### src/rtl/wb_trace_fifo.sv
`default_nettype none
// ============================================================================
// Module : wb_trace_fifo
// Cycle-stamped FIFO of regfile writebacks, drained over valid/ready.
// Optional TRACE_DROP_COUNT_EN adds a saturating drop_count output.
// Rev    : 1.0
// ============================================================================
module wb_trace_fifo #(
    parameter int DEPTH = 16,
    parameter int CYC_W = 16
) (
    input  logic                     clock,
    input  logic                     reset,
    input  logic                     ctrl_writeEnable,
    input  logic [4:0]               ctrl_writeReg,
    input  logic [31:0]              data_writeReg,
    input  logic                     trace_enable,
    input  logic                     clear,
    output logic                     out_valid,
    input  logic                     out_ready,
    output logic [CYC_W-1:0]         out_cycle,
    output logic [4:0]               out_rd,
    output logic [31:0]              out_data,
    output logic [$clog2(DEPTH):0]   count,
    output logic                     overflow
`ifdef TRACE_DROP_COUNT_EN
    ,
    output logic [7:0]               drop_count
`endif
);

    localparam int AW = $clog2(DEPTH);
    localparam int EW = CYC_W + 5 + 32;
    localparam logic [AW:0] c_full_count = (AW+1)'(DEPTH);

    logic [CYC_W-1:0] r_cycle;
    logic [AW-1:0]    r_wptr;
    logic [AW-1:0]    r_rptr;
    logic [AW:0]      r_count;
    logic             r_overflow;
    logic [EW-1:0]    r_mem [DEPTH];

    logic             w_capture;
    logic             w_full;
    logic             w_pop;
    logic             w_push;
    logic             w_drop;
    logic [EW-1:0]    w_head;

    assign w_capture = trace_enable & ctrl_writeEnable & (ctrl_writeReg != 5'd0);
    assign w_full    = (r_count == c_full_count);
    assign w_pop     = out_valid & out_ready & ~clear;
    // A full FIFO still accepts a push when the head leaves in the same cycle.
    assign w_push    = w_capture & ~clear & (~w_full | w_pop);
    assign w_drop    = w_capture & ~clear & w_full & ~w_pop;

    always_ff @(posedge clock or negedge reset) begin
        if (!reset) begin
            r_cycle    <= '0;
            r_wptr     <= '0;
            r_rptr     <= '0;
            r_count    <= '0;
            r_overflow <= 1'b0;
        end else if (clear) begin
            r_cycle    <= '0;
            r_wptr     <= '0;
            r_rptr     <= '0;
            r_count    <= '0;
            r_overflow <= 1'b0;
        end else begin
            if (trace_enable)
                r_cycle <= r_cycle + CYC_W'(1);
            if (w_push)
                r_wptr <= r_wptr + AW'(1);
            if (w_pop)
                r_rptr <= r_rptr + AW'(1);
            if (w_push && !w_pop)
                r_count <= r_count + (AW+1)'(1);
            else if (w_pop && !w_push)
                r_count <= r_count - (AW+1)'(1);
            if (w_drop)
                r_overflow <= 1'b1;
        end
    end

    // Storage has no reset; validity is carried entirely by the pointers/count.
    always_ff @(posedge clock) begin
        if (w_push)
            r_mem[r_wptr] <= {r_cycle, ctrl_writeReg, data_writeReg};
    end

    assign w_head    = r_mem[r_rptr];
    assign out_valid = (r_count != '0);
    assign {out_cycle, out_rd, out_data} = out_valid ? w_head : '0;
    assign count     = r_count;
    assign overflow  = r_overflow;

`ifdef TRACE_DROP_COUNT_EN
    logic [7:0] r_drop_count;

    always_ff @(posedge clock or negedge reset) begin
        if (!reset)
            r_drop_count <= 8'd0;
        else if (clear)
            r_drop_count <= 8'd0;
        else if (w_drop && r_drop_count != 8'hFF)
            r_drop_count <= r_drop_count + 8'd1;
    end

    assign drop_count = r_drop_count;
`else
    logic w_unused_drop;
    assign w_unused_drop = w_drop;
`endif

endmodule
`default_nettype wire

### config.mk
export PLATFORM = sky130hd
export DESIGN_NAME = wb_trace_fifo
export DESIGN_NICKNAME = d
export VERILOG_FILES = /design/src/rtl/wb_trace_fifo.sv
export SDC_FILE = /design/constraint.sdc
export NUM_CORES = 1
export LEC_CHECK = 0
export CAP_MARGIN = 30
export CELL_PAD_IN_SITES_DETAIL_PLACEMENT = 0
export CELL_PAD_IN_SITES_GLOBAL_PLACEMENT = 1
export CORE_UTILIZATION = 45
export CTS_BUF_LIST = sky130_fd_sc_hd__clkbuf_4 sky130_fd_sc_hd__clkbuf_8
export CTS_CLUSTER_DIAMETER = 30
export CTS_CLUSTER_SIZE = 8
export DETAILED_ROUTE_END_ITERATION = 8
export PLACE_DENSITY = 0.68
export SYNTH_ARGS = -nofsm -noshare
export SYNTH_HDL_FRONTEND = slang
export SYNTH_SLANG_ARGS = --single-unit
### constraint.sdc
create_clock -name clock -period 7.4 [get_ports clock]
set_input_delay 2.22 -clock clock [delete_from_list [all_inputs] [get_ports clock]]
set_output_delay 2.22 -clock clock [all_outputs]
set_load 0.01 [all_outputs]
==> impl_metrics.tcl, run 1 <==
set metrics [dict create \
    status "finished clean" \
    fin_hold_ws_ps 509 \
    cts_tree "built" \
    holdPathEnd "overflow" \
    dieArea_um2 76400 \
    ff2ff_path_depth 10 \
    r2r_start "count[1]" \
    cts.sinks 878 \
    dr_total_vias 16100 \
    cts-root-buf "clkbuf_8" \
    critical_path_class "register to primary output" \
    min_from "overflow" \
    antenna_found_initial 2 \
    syn_nets 1550 \
    max_slew_margin_pct 36.8 \
    rsz0062_at_grt "false" \
    cp_max_fo 38 \
    post-route-period-util_pct 83.1 \
    async_reset_ff_share_pct 3.42 \
    yosysWarnings 0 \
    final_area_um2 39900 \
    row_count 100 \
    grt_use_total_pct 19.3 \
    maxCapViolations 0 \
    wirelength_um 71800 \
    cts_resized 0 \
    crit_required_ps 5180 \
    min_path_cells 2 \
    start_util_pct 45.5 \
    grt_first_pass_wirelength_um 109000 \
    grt_pass1_vias 17300 \
    cts_made_buffers 166 \
    fin_setup_tns_ps 0 \
    arrival_ps 3930 \
    clk_latency_ps 790 \
    io_buffers 102 \
    drc 0 \
    tightest_slew_ps 949 \
    syn2layout_area_growth_pct 17.7 \
    final_max_slew_viol_count 0 \
    ys_ff_latch 878 \
    post-route-util_pct 53.6 \
    hold_class "register to register" \
    cts_setup_buffers 0 \
    synth_cells 1496 \
    synthesis.area_um2 33900 \
    yosysSeqAreaShare_pct 77.4 \
    viasPerCell 5.72 \
    clockBufferDepth 3 \
    synth_cell_types 48 \
    htree_levels 4 \
    drt_iter0_drc 1324 \
    io_pins 103 \
    pwr_density_cell_nw_per_um2 334 \
    dpl_cell_area_um2 36300 \
    gr-total-overflow 0 \
    r2r_end "count[4]" \
    ir_drop_mv 0.236 \
    routabilityCongestion 0.733 \
    synth-edff-count 848 \
    path_clk_slew_ps 50 \
    dp_hpwl_um 36500 \
    postCtsHoldBufs 0 \
    min_period_ps 6150 \
    max_freq_ghz 0.163 \
    core_area_um2 74400 \
    fin_skew_ps 35.7 \
    dieWidth_um 276 \
    dr.pass1.iters 5 \
    setup_viol 0 \
    ant_nets 0 \
    ys.flop_type "edfxtp_1" \
    r2r_setup_slack_ps 4030 \
    wl_per_cell_um 25.5 \
    p_leak_nw 12.0 \
    finalPower_mw 13.3 \
    worst_setup_path_start_kind "register" \
    drive_above_1_share_pct 29.6 \
    n_fill_cell 5562 \
    finalHoldViolations 0 \
    final_nets 1776 \
    avgSynthCellArea_um2 22.6 \
    grt_max_degree 82 \
    endpoint_kind "primary output" \
    dieHeight_um 276 \
]
==> routing by layer <==
layer  part of all wire (%)  GRT usage (%)
met1                     44           27.1
met4                    1.4           6.20
met3                    6.2           4.58
met2                     49           30.1
met5                  0.014              0
==> power breakdown <==
part           internal (mW)  total, mW  switching, mW
Combinational           1.50       2.84           1.34
Sequential              5.47       5.60          0.130
Clock                   2.84       4.87           2.02
Total                   9.82       13.3           3.50
==> kinds of logic (layout without fill, tap and decap cells) <==
| group | count (synthesis) | count (layout) | share of synthesized area [%] |
|---|---|---|---|
| flops | 878 | 878 | 77.4 |
| xor+xnor | 12 | 12 | 0.310 |
| simple gates | 90 | 90 | 1.54 |
| fa+ha+maj | 11 | 11 | 0.428 |
| buf+inv | 91 | 437 | 1.16 |
| other cells | 0 | 2 | 0 |
| mux | 327 | 327 | 17.5 |
| compound gates | 87 | 87 | 1.63 |
==> state kept, by name, indices dropped and copies added, names as in the netlist <==
signal,cells
count,5
overflow,1
r_cycle,16
r_mem,848
r_rptr,4
r_wptr,4
==> synth_stat cells (3+ instances only) <==
library cell	instances	area [um^2]
edfxtp_1	848	25500
mux4_2	212	4770
mux2i_1	111	1110
o22ai_1	53	332
buf_2	36	180
clkbuf_1	34	128
dfrtp_1	30	751
nor2_1	21	78.8
nand2_1	13	48.8
buf_1	12	45.0
a21oi_1	11	55.1
ha_1	10	125
inv_1	8	30.0
nand3_1	7	35.0
nor3_1	7	35.0
o21ai_0	7	35.0
xor2_1	7	61.3
and4b_1	6	60.1
nand4_1	5	31.3
nor4b_1	5	43.8
or3_1	5	31.3
xnor2_1	5	43.8
and4_1	4	35.0
o211ai_1	4	30.0
and3_1	3	18.8
mux2_4	3	45.0
==> per-stage QoR <==
stage          setup slack, ps  instances
2_1_floorplan            -1850       1496
3_3_place_gp              1210       2514
3_5_place_dp              1140       2520
4_1_cts                   1010       2808
5_1_grt                    962       2813
6_report                  1250       2813
==> worst max-delay path, stage by stage (launching register included) <==
cell,delay (ps)
dfrtp_4,990
buf_4,530
mux4_2,570
mux2i_1,290
o22ai_1,190
clkdlybuf4s50_1,510
==> final cells by class <==
| class | instances | area, um^2 | share of cell area, % |
|---|---|---|---|
| clock inverter | 98 | 995 | 2.50 |
| multi-input combinational | 527 | 7360 | 18.5 |
| timing repair buffer | 141 | 1570 | 3.93 |
| antenna | 2 | 5.00 | 0.0126 |
| clock buffer | 190 | 2470 | 6.20 |
| inverter | 8 | 30.0 | 0.0753 |
| tap | 969 | 1210 | 3.04 |
| sequential | 878 | 26200 | 65.8 |
==> worst max path at each step <==
| stage | start | to | slack [ps] | cells after the start |
|---|---|---|---|---|
| floorplan | trace_enable | r_mem[7][0] | -1850 | 5 |
| global placement | ctrl_writeReg[0] | count[4] | 1210 | 11 |
| detailed placement | ctrl_writeReg[0] | count[4] | 1140 | 11 |
| CTS | r_rptr[0] | out_cycle[0] | 1010 | 5 |
| global route | r_rptr[0] | out_cycle[0] | 960 | 5 |
| finish | r_rptr[0] | out_cycle[0] | 1250 | 5 |
==> placed cells by master (no fill, tap or decap), types with 3 or more instances in the layout <==
master | Yosys | final
nor3_1 | 7 | 7
dfrtp_4 | 0 | 3
nor2_1 | 21 | 21
or3_1 | 5 | 5
clkinvlp_4 | 0 | 12
buf_12 | 0 | 14
inv_1 | 8 | 8
nand3_1 | 7 | 7
mux2i_1 | 111 | 111
inv_6 | 0 | 5
a21oi_1 | 11 | 11
mux2_4 | 3 | 3
bufinv_16 | 0 | 17
buf_4 | 0 | 20
buf_16 | 0 | 4
mux4_2 | 212 | 212
ha_1 | 10 | 10
and4_4 | 0 | 4
and3_1 | 3 | 3
dfrtp_1 | 30 | 27
clkinv_2 | 0 | 28
nand2_1 | 13 | 12
o22ai_1 | 53 | 53
xor2_1 | 7 | 7
inv_8 | 0 | 3
clkdlybuf4s50_1 | 0 | 102
clkbuf_8 | 0 | 167
o21ai_0 | 7 | 7
nor4b_2 | 0 | 4
clkinv_4 | 0 | 8
o211ai_1 | 4 | 4
clkbuf_4 | 0 | 23
xnor2_1 | 5 | 5
clkinv_1 | 0 | 24
and4b_4 | 0 | 6
edfxtp_1 | 848 | 848
nand4_1 | 5 | 5
No activity file was read; power rests on OpenSTA's default activity.
==> inputs of run 2 (changes only) <==
--- a/config.mk
+++ b/config.mk
@@ -13,7 +13,7 @@
 export CTS_CLUSTER_DIAMETER = 30
 export CTS_CLUSTER_SIZE = 8
 export DETAILED_ROUTE_END_ITERATION = 8
-export PLACE_DENSITY = 0.68
+export PLACE_DENSITY = 0.65
 export SYNTH_ARGS = -nofsm -noshare
 export SYNTH_HDL_FRONTEND = slang
 export SYNTH_SLANG_ARGS = --single-unit
==> constraint.sdc (replaced) <==
create_clock -name clock -period 6.13 [get_ports clock]
set_input_delay 1.839 -clock clock [delete_from_list [all_inputs] [get_ports clock]]
set_output_delay 1.839 -clock clock [all_outputs]
set_load 0.01 [all_outputs]
==> impl_metrics.tcl, run 2 (same netlist as run 1, synthesis figures left out) <==
set metrics [dict create \
    status "finished clean" \
    rsz0062_at_grt "false" \
    grt_max_degree 54 \
    clockBufferDepth 3 \
    dr.pass1.iters 5 \
    ant_nets 0 \
    cts_tree "built" \
    r2r_start "count[1]" \
    min_period_ps 5670 \
    post-route-util_pct 54.0 \
    endpoint_kind "primary output" \
    row_count 100 \
    cts_resized 0 \
    syn2layout_area_growth_pct 18.7 \
    dieWidth_um 276 \
    ff2ff_path_depth 10 \
    dieArea_um2 76400 \
    fin_hold_ws_ps 508 \
    cts.sinks 878 \
    max_freq_ghz 0.176 \
    drc 0 \
    dr_total_vias 16100 \
    layout_commonest_cell "edfxtp_1" \
    holdPathEnd "overflow" \
    cts_setup_buffers 0 \
    routabilityCongestion 0.736 \
    dp_hpwl_um 40200 \
    setup_viol 0 \
    grt_first_pass_wirelength_um 109000 \
    wirelength_um 72600 \
    post-route-period-util_pct 92.6 \
    largest_reg_flops 848 \
    worst_setup_path_start_kind "register" \
    tightest_slew_ps 855 \
    critical_path_class "register to primary output" \
    p_leak_nw 12.2 \
    max_slew_margin_pct 43.0 \
    pwr_density_cell_nw_per_um2 407 \
    viasPerCell 5.67 \
    layout.cells.non_filler 2836 \
    cpPeakStageDelay_ps 620 \
    top_register "r_mem" \
    min_path_cells 2 \
    antenna_found_initial 3 \
    min_from "overflow" \
    cts_made_buffers 164 \
    arrival_ps 3840 \
    htree_levels 4 \
    maxCapViolations 0 \
    critPathSlowestCell "or4_4" \
    r2r_setup_slack_ps 2780 \
    cts-root-buf "clkbuf_8" \
    core_area_um2 74400 \
    drt_iter0_drc 1104 \
    gr-total-overflow 0 \
    cp_max_fo 28 \
    finalPower_mw 16.4 \
    path_cells "or4_4, or2_1, nand2b_4, buf_4, o22ai_1, clkdlybuf4s50_1" \
    hold_class "register to register" \
    ir_drop_mv 0.207 \
    final_nets 1796 \
    io_buffers 102 \
    dp_cells 2545 \
    wl_per_cell_um 25.6 \
    clk_latency_ps 790 \
    grt_pass1_vias 17200 \
    grt_use_total_pct 19.4 \
    start_util_pct 45.5 \
    dieHeight_um 276 \
    final_cell_mix "edfxtp_1 (848), mux4_2 (212), clkbuf_8 (173), mux2i_1 (111), clkdlybuf4s50_1 (102)" \
    r2r_end "count[4]" \
    drive_above_1_share_pct 30.9 \
    crit_required_ps 4290 \
    final_max_slew_viol_count 0 \
    fin_skew_ps 34.3 \
    postCtsHoldBufs 0 \
    path_clk_slew_ps 50 \
    io_pins 103 \
    finalHoldViolations 0 \
]
run 2: worst max-delay path: cells and delay by family, from the launching register on:
kind / cells / cell delay [ps]
AO/OA/AOI/OAI: 1 / 200
buffers and inverters: 2 / 890
flip-flops: 1 / 450
AND/OR/NAND/NOR: 3 / 1490
run 2: worst max-delay path by stage:
stage / from / endpoint / cells after the start
6_report: count[1] / out_cycle[3] / 6
5_1_grt: r_rptr[0] / out_data[1] / 5
4_1_cts: count[1] / out_cycle[10] / 6
3_5_place_dp: ctrl_writeReg[0] / count[4] / 11
3_3_place_gp: ctrl_writeReg[0] / count[4] / 11
2_1_floorplan: trace_enable / r_mem[0][0] / 5
run 2: where the power goes:
part | switching (mW) | leakage [nW] | internal (mW)
Clock | 2.45 | 1.87 | 3.68
Sequential | 0.145 | 7.86 | 6.61
Combinational | 1.68 | 2.49 | 1.82
Total | 4.28 | 12.2 | 12.1
run 2: cell type report:
cell class | instances | area (um^2)
timing repair buffer | 163 | 1730
antenna | 1 | 2.50
sequential | 878 | 26200
clock buffer | 205 | 2620
inverter | 8 | 30.0
fill | 5589 | 34200
tap | 969 | 1210
clock inverter | 85 | 993
multi-input combinational | 527 | 7400
run 2: metrics by stage:
step / TNS, ps / cell area, um^2 / worst slack [ps]
final: 0 / 40200 / 455
after global routing: 0 / 40200 / 247
after CTS: 0 / 40200 / 374
after detailed placement: 0 / 36600 / 551
after global placement: 0 / 36500 / 651
after floorplan: -25640 / 33900 / -110
run 2: routing by layer:
| metal | global-route usage (%) | vias to the layer above | routed length (um) |
|---|---|---|---|
| met1 | 28.0 | 8673 | 33600 |
| met2 | 29.5 | 410 | 34300 |
| li1 | - | 6896 | - |
| met5 | 0 | - | 14 |
| met4 | 5.63 | 2 | 1080 |
| met3 | 4.83 | 97 | 3630 |
